[config.mk]
export PLATFORM = sky130hd
export DESIGN_NAME = song_player
export DESIGN_NICKNAME = d
export VERILOG_FILES = /design/src/rtl/song_player.sv
export SDC_FILE = /design/constraint.sdc
export NUM_CORES = 1
export LEC_CHECK = 0
export ABC_AREA = 1
export CAP_MARGIN = 10
export CORE_UTILIZATION = 60
export DETAILED_ROUTE_END_ITERATION = 8
export GPL_TIMING_DRIVEN = 0
export PLACE_DENSITY = 0.78
export SETUP_SLACK_MARGIN = 0.15
export SLEW_MARGIN = 20
export SYNTH_ARGS = -nofsm -noshare
export SYNTH_HDL_FRONTEND = slang
export SYNTH_SLANG_ARGS = --single-unit
[constraint.sdc]
create_clock -name clk -period 7.8 [get_ports clk]
set_input_delay 1.56 -clock clk [delete_from_list [all_inputs] [get_ports clk]]
set_output_delay 1.56 -clock clk [all_outputs]
set_load 0.05 [all_outputs]
[src/rtl/song_player.sv]
// song_player: steps through a per-song note ROM at a fixed beat rate and
// drives a square-wave buzzer. Each note is split into a sounding part (NOTE)
// and a silent articulation tail (GAP), with one LOAD cycle between notes.
// Optional build macro: LOOP_EN -- when defined, reaching the END marker
// restarts the song at entry 0 instead of stopping in DONE.
module song_player #(
    parameter int CLK_HZ      = 100_000_000,
    parameter int BEAT_CYCLES = 25_000_000,
    parameter int GAP_CYCLES  = 2_500_000
) (
    input  logic       clk,
    input  logic       rst,
    input  logic [2:0] song,
    input  logic       play,
    output logic       buzzer,
    output logic       playing,
    output logic [4:0] note_idx,
    output logic [3:0] pitch
);

    // C4 has the longest half period, so it sets the tone counter width.
    localparam int HALF_MAX = CLK_HZ / (2 * 262);
    localparam int HALF_W   = $clog2(HALF_MAX + 1);
    // Longest note is three beats.
    localparam int DUR_W    = $clog2(3 * BEAT_CYCLES + 1);

    localparam logic [3:0] PITCH_REST = 4'd0;
    localparam logic [3:0] PITCH_END  = 4'd15;
    localparam logic [5:0] ROM_END    = {PITCH_END, 2'd0};

    typedef enum logic [2:0] {
        S_IDLE,
        S_LOAD,
        S_NOTE,
        S_GAP,
        S_DONE
    } state_t;

    // Tone frequency in Hz for each pitch code; 0 for rest and END.
    function automatic int freq_hz(input int p);
        case (p)
            1:       return 262;
            2:       return 294;
            3:       return 330;
            4:       return 349;
            5:       return 392;
            6:       return 440;
            7:       return 494;
            8:       return 523;
            9:       return 587;
            10:      return 659;
            11:      return 698;
            12:      return 784;
            13:      return 880;
            14:      return 988;
            default: return 0;
        endcase
    endfunction

    // Melody ROM: {pitch, dur}; everything past the listed notes reads as END.
    function automatic logic [5:0] rom_entry(input logic [2:0] s, input logic [4:0] i);
        logic [5:0] r;
        r = ROM_END;
        case (s)
            3'd0: begin
                case (i)
                    5'd0:    r = {4'd1, 2'd1};
                    5'd1:    r = {4'd1, 2'd1};
                    5'd2:    r = {4'd5, 2'd1};
                    5'd3:    r = {4'd5, 2'd1};
                    5'd4:    r = {4'd6, 2'd1};
                    5'd5:    r = {4'd6, 2'd1};
                    5'd6:    r = {4'd5, 2'd2};
                    default: r = ROM_END;
                endcase
            end
            3'd1: begin
                case (i)
                    5'd0:    r = {4'd3, 2'd1};
                    5'd1:    r = {4'd2, 2'd1};
                    5'd2:    r = {4'd1, 2'd1};
                    5'd3:    r = {4'd2, 2'd1};
                    5'd4:    r = {4'd3, 2'd1};
                    5'd5:    r = {4'd3, 2'd1};
                    5'd6:    r = {4'd3, 2'd2};
                    default: r = ROM_END;
                endcase
            end
            3'd2: begin
                case (i)
                    5'd0:    r = {4'd1, 2'd1};
                    5'd1:    r = {4'd2, 2'd1};
                    5'd2:    r = {4'd3, 2'd1};
                    5'd3:    r = {4'd1, 2'd1};
                    5'd4:    r = {4'd1, 2'd1};
                    5'd5:    r = {4'd2, 2'd1};
                    5'd6:    r = {4'd3, 2'd1};
                    5'd7:    r = {4'd1, 2'd1};
                    default: r = ROM_END;
                endcase
            end
            default: r = ROM_END;
        endcase
        return r;
    endfunction

    // Half-period table, fully constant after elaboration.
    logic [HALF_W-1:0] half_tab [16];

    generate
        for (genvar gi = 0; gi < 16; gi++) begin : g_half
            localparam int F = freq_hz(gi);
            if (F == 0) begin : g_silent
                assign half_tab[gi] = '0;
            end else begin : g_tone
                assign half_tab[gi] = HALF_W'(CLK_HZ / (2 * F));
            end
        end
    endgenerate

    state_t            state_q, state_d;
    logic [2:0]        song_q, song_d;
    logic [4:0]        note_idx_q, note_idx_d;
    logic [3:0]        pitch_q, pitch_d;
    logic [DUR_W-1:0]  dur_cnt_q, dur_cnt_d;
    logic [HALF_W-1:0] tone_cnt_q, tone_cnt_d;
    logic              buzzer_q, buzzer_d;

    logic [5:0]        rom_word;
    logic [3:0]        rom_pitch;
    logic [1:0]        rom_dur;
    logic [HALF_W-1:0] half_cur;
    logic              song_changed;

    // State, counters and outputs; reset clears everything immediately.
    always_ff @(posedge clk or posedge rst) begin
        if (rst) begin
            state_q    <= S_IDLE;
            song_q     <= 3'd0;
            note_idx_q <= 5'd0;
            pitch_q    <= 4'd0;
            dur_cnt_q  <= '0;
            tone_cnt_q <= '0;
            buzzer_q   <= 1'b0;
        end else begin
            state_q    <= state_d;
            song_q     <= song_d;
            note_idx_q <= note_idx_d;
            pitch_q    <= pitch_d;
            dur_cnt_q  <= dur_cnt_d;
            tone_cnt_q <= tone_cnt_d;
            buzzer_q   <= buzzer_d;
        end
    end

    // Next-state logic: stop and song change override the normal sequence.
    always_comb begin
        state_d    = state_q;
        song_d     = song;
        note_idx_d = note_idx_q;
        pitch_d    = pitch_q;
        dur_cnt_d  = dur_cnt_q;
        tone_cnt_d = tone_cnt_q;
        buzzer_d   = buzzer_q;

        rom_word     = rom_entry(song_q, note_idx_q);
        rom_pitch    = rom_word[5:2];
        rom_dur      = rom_word[1:0];
        half_cur     = half_tab[pitch_q];
        song_changed = (song != song_q);

        if (!play || (song_changed && state_q != S_IDLE)) begin
            // Rewind; IDLE re-evaluates play/song on the following edge.
            state_d    = S_IDLE;
            note_idx_d = 5'd0;
            pitch_d    = 4'd0;
            dur_cnt_d  = '0;
            tone_cnt_d = '0;
            buzzer_d   = 1'b0;
        end else begin
            case (state_q)
                S_IDLE: begin
                    note_idx_d = 5'd0;
                    pitch_d    = 4'd0;
                    buzzer_d   = 1'b0;
                    tone_cnt_d = '0;
                    if (song <= 3'd2) begin
                        state_d = S_LOAD;
                    end
                end
                S_LOAD: begin
                    buzzer_d   = 1'b0;
                    tone_cnt_d = '0;
                    if (rom_pitch == PITCH_END) begin
`ifdef LOOP_EN
                        // Read entry 0 on the next cycle and keep going.
                        note_idx_d = 5'd0;
                        state_d    = S_LOAD;
`else
                        pitch_d = 4'd0;
                        state_d = S_DONE;
`endif
                    end else begin
                        pitch_d = rom_pitch;
                        case (rom_dur)
                            2'd2:    dur_cnt_d = DUR_W'(2 * BEAT_CYCLES);
                            2'd3:    dur_cnt_d = DUR_W'(3 * BEAT_CYCLES);
                            default: dur_cnt_d = DUR_W'(BEAT_CYCLES);
                        endcase
                        state_d = S_NOTE;
                    end
                end
                S_NOTE: begin
                    dur_cnt_d = dur_cnt_q - DUR_W'(1);
                    if (pitch_q != PITCH_REST) begin
                        if (tone_cnt_q == half_cur - HALF_W'(1)) begin
                            tone_cnt_d = '0;
                            buzzer_d   = ~buzzer_q;
                        end else begin
                            tone_cnt_d = tone_cnt_q + HALF_W'(1);
                        end
                    end else begin
                        buzzer_d = 1'b0;
                    end
                    // Counter still holds the GAP length plus this cycle.
                    if (dur_cnt_q == DUR_W'(GAP_CYCLES + 1)) begin
                        state_d    = S_GAP;
                        buzzer_d   = 1'b0;
                        tone_cnt_d = '0;
                    end
                end
                S_GAP: begin
                    buzzer_d  = 1'b0;
                    dur_cnt_d = dur_cnt_q - DUR_W'(1);
                    if (dur_cnt_q == DUR_W'(1)) begin
                        note_idx_d = note_idx_q + 5'd1;
                        state_d    = S_LOAD;
                    end
                end
                S_DONE: begin
                    buzzer_d = 1'b0;
                    pitch_d  = 4'd0;
                end
                default: begin
                    state_d = S_IDLE;
                end
            endcase
        end
    end

    assign buzzer   = buzzer_q;
    assign playing  = (state_q == S_NOTE) || (state_q == S_GAP);
    assign note_idx = note_idx_q;
    assign pitch    = pitch_q;

endmodule
==> run summary <==
outcome: finished clean
top sig layer: met4
Final Util: 0.6957
Ys Warns: 0
wl on met1: 5321 um
TritonCTS buffer count: 9
Slew HR: 0.6213
clk slew on worst S/H paths: 70 ps
metal2 WL: 6546 um
top post-synthesis cells by area: dfrtp_1, nand2_1, nor2_1
Worst-Skew Late Latency: 350 ps
Leakage: 2.762 nW
global-route wire length before repair: 21810 um
setup TNS: 0 ps
fill cell count: 690
syn_nets: 785
Seq/Total Area, Yosys: 0.3067
Post-Route WL: 12990 um
CP max stage cell: clkdlybuf4s50_1
most common cell in the netlist: nand2_1
Area Growth Syn to Fin: 10.26%
Worst path max stage delay: 910 ps
critical path startpoint: state_q[2]
Post-synth EDFFs: 0
Reg area: 1526 sq um
clock tree buffer depth: 2
largest net degree at the start of global routing: 36
Slew Viols, Final: 0
CTS hold repair buffers: 0
Die ar.: 8664 sq um
worst path cell trace: nor2_2 > clkbuf_1 > clkdlybuf4s50_1
final setup fails: 0
Syn Inst Count: 763
Synth Area in XOR/XNOR: 0.07391
Hold Path Class: reg -> reg
R2R depth: 18
RSZ-0062 raised after global routing: no
chip width: 93.08 um
IO buf count: 16
Crit path required time: 6240 ps
CTS tree: built
vias in the first global route: 4882
WS Path Type: reg -> out
row count: 32
Cell Area, Synth: 4977 sq um
post-synthesis compound-gate area fraction: 0.1126
total number of vias: 5035
Antenna Nets Post-Route: 0
hold_sp: dur_cnt_q[0]
Initial Util: 0.6310
TritonCTS Sinks: 61
fin crit period: 4160 ps
overall track demand over capacity in global routing: 0.3207
Worst EP arrival: 2600 ps
CP bufs+invs: 2
Vias per Instance: 5.607
Synth Area in Simple Gates: 0.3708
grt ovf: 0
largest family of logic cells by synthesized area: simple AND/OR/NAND/NOR gates
die height: 93.08 um
Layout Skew: 11.09 ps
Syn Area/Cell: 6.523 sq um
Fmax achieved: 0.2404 GHz
number of max-cap violations: 0
critical path's top delay family: buffers and inverters
share of the synthesized area in the top cell type: 0.3067
drt first pass iters: 5
GPL Wtd Cong: 0.9513
Worst setup EP type: output port
Worst-Margin Slew: 568.0 ps
PwrDens: 233.3 nW/um^2
fin crit share: 0.5333
core area: 7888 sq um
Netlist cell types: 42
worst reg2reg startpoint: pitch[1]
adder-cell share of the synthesized area: 0.04022
drc violations: 0
hold path cells: 1
Tot Pwr: 1.280 mW
layout cells sized above 1: 0.06281
clk root buf: clkbuf_8
post-DR wirelength/cell: 14.47 um
Worst setup SP type: register
Multi-input gate area: 2974 sq um
initial antenna violation count: 0
Critical Path Stages: 3
Worst Path Max Fanout: 10
#FFs+latches synth: 61
H-tree level count: 3
mux share of post-synthesis cell area: 0
worst vdd ir: 172.0 uV
# IOs: 17
ys async rst share: 1.000
ant diodes: 0
post-DP HPWL: 9895 um
internal reg-to-reg setup slack: 4240 ps
Post-synth top flop: dfrtp_1
most frequent cells after synthesis: nand2_1, nor2_1, inv_1
CTS resizes: 0
post-synth top area cell: dfrtp_1
nets@finish: 813
Initial DRC Count: 291
Hold Fails Final Rpt: 0
Post-CTS Setup Repair Bufs: 0
WL met3: 650 um
## final timing paths
check	endpoint
max in group asynchronous	state_q[1]
worst min-delay path	dur_cnt_q[0]
worst max-delay path	playing
worst max register to register	tone_cnt_q[15]
min in group asynchronous	tone_cnt_q[1]
worst min register to register	dur_cnt_q[0]
## cells by family after synthesis
logic type / Yosys count
buffers and inverters: 115
adders and majority gates: 16
DFF: 61
AOI/OAI and AO/OA: 96
and+or+nand+nor: 433
xor gates and xnor gates: 42
## placed cells by master (no fill, tap or decap), types with 2 or more instances in the layout
| cell type | Yosys | final |
|---|---|---|
| a21oi_1 | 19 | 19 |
| buf_2 | 3 | 3 |
| buf_4 | 3 | 3 |
| buf_6 | 4 | 4 |
| clkbuf_1 | 3 | 3 |
| clkbuf_8 | 0 | 9 |
| clkdlybuf4s50_1 | 0 | 16 |
| clkinv_1 | 2 | 2 |
| clkinv_4 | 0 | 3 |
| clkinvlp_4 | 0 | 2 |
| dfrtp_1 | 61 | 61 |
| ha_1 | 16 | 16 |
| inv_1 | 97 | 96 |
| inv_2 | 3 | 3 |
| nand2_1 | 199 | 199 |
| nand2_2 | 5 | 5 |
| nand3_1 | 64 | 64 |
| nand3b_1 | 4 | 4 |
| nand4_1 | 12 | 12 |
| nor2_1 | 116 | 116 |
| nor2_2 | 4 | 4 |
| nor2_4 | 2 | 2 |
| nor3_1 | 19 | 19 |
| nor4_1 | 3 | 3 |
| o2111ai_1 | 2 | 2 |
| o21ai_0 | 45 | 45 |
| o21bai_1 | 2 | 2 |
| o22ai_1 | 14 | 14 |
| o31ai_1 | 3 | 3 |
| or2_2 | 2 | 2 |
| xnor2_1 | 5 | 5 |
| xor2_1 | 37 | 37 |
## metrics by stage
| stage | setup slack, ps | cell area [sq um] | hold slack, ps | instances |
|---|---|---|---|---|
| detailed placement | 3794 | 5288 | 520.0 | 882 |
| global placement | 3637 | 5265 | 507.6 | 881 |
| global route | 3559 | 5488 | 571.3 | 898 |
| CTS | 3675 | 5488 | 534.6 | 898 |
| floorplan | 4615 | 4977 | 489.4 | 763 |
| finish | 3640 | 5488 | 532.5 | 898 |
## flip-flops by register name, indices dropped and copies added, names as in the netlist
register and count:
dur_cnt_q 27, tone_cnt_q 18, song_q 3, buzzer 1
pitch 4, note_idx 5, state_q 3
## power by group
| part | internal, mW | leakage [nW] | switching [mW] |
|---|---|---|---|
| sequential | 0.363 | 0.825 | 0.0533 |
| combinational | 0.184 | 1.84 | 0.396 |
| clock | 0.148 | 0.0954 | 0.136 |
| total | 0.695 | 2.76 | 0.585 |
## routing by layer
layer,global-route usage,vias to the layer above
met5,0,-
li1,-,2525
met3,0.05285,36
met2,0.5876,164
met4,0.1449,0
met1,0.3632,2310
## worst reg2reg max path, stage by stage (launching register included)
cell	delay (ps)
dfrtp_1	500
inv_1	220
ha_1	280
o21ai_1	220
nand2_1	140
inv_1	150
ha_1	210
xor2_1	180
o21bai_1	160
nand3_1	110
nor2_1	190
nand3_1	120
nor2_1	120
nand2_1	60
nor2_1	130
nand3_2	180
a21oi_4	280
buf_6	180
nor2_1	50
## layout make-up
cell class,count,share of cell area
tap,102,0.02326
clock buffer,9,0.02257
multi-input combinational,587,0.5420
clock inverter,7,0.01391
buffer,13,0.01710
sequential,61,0.2782
timing repair buffer,17,0.03283
inverter,102,0.07022
Power figures use the tool's default switching activity.
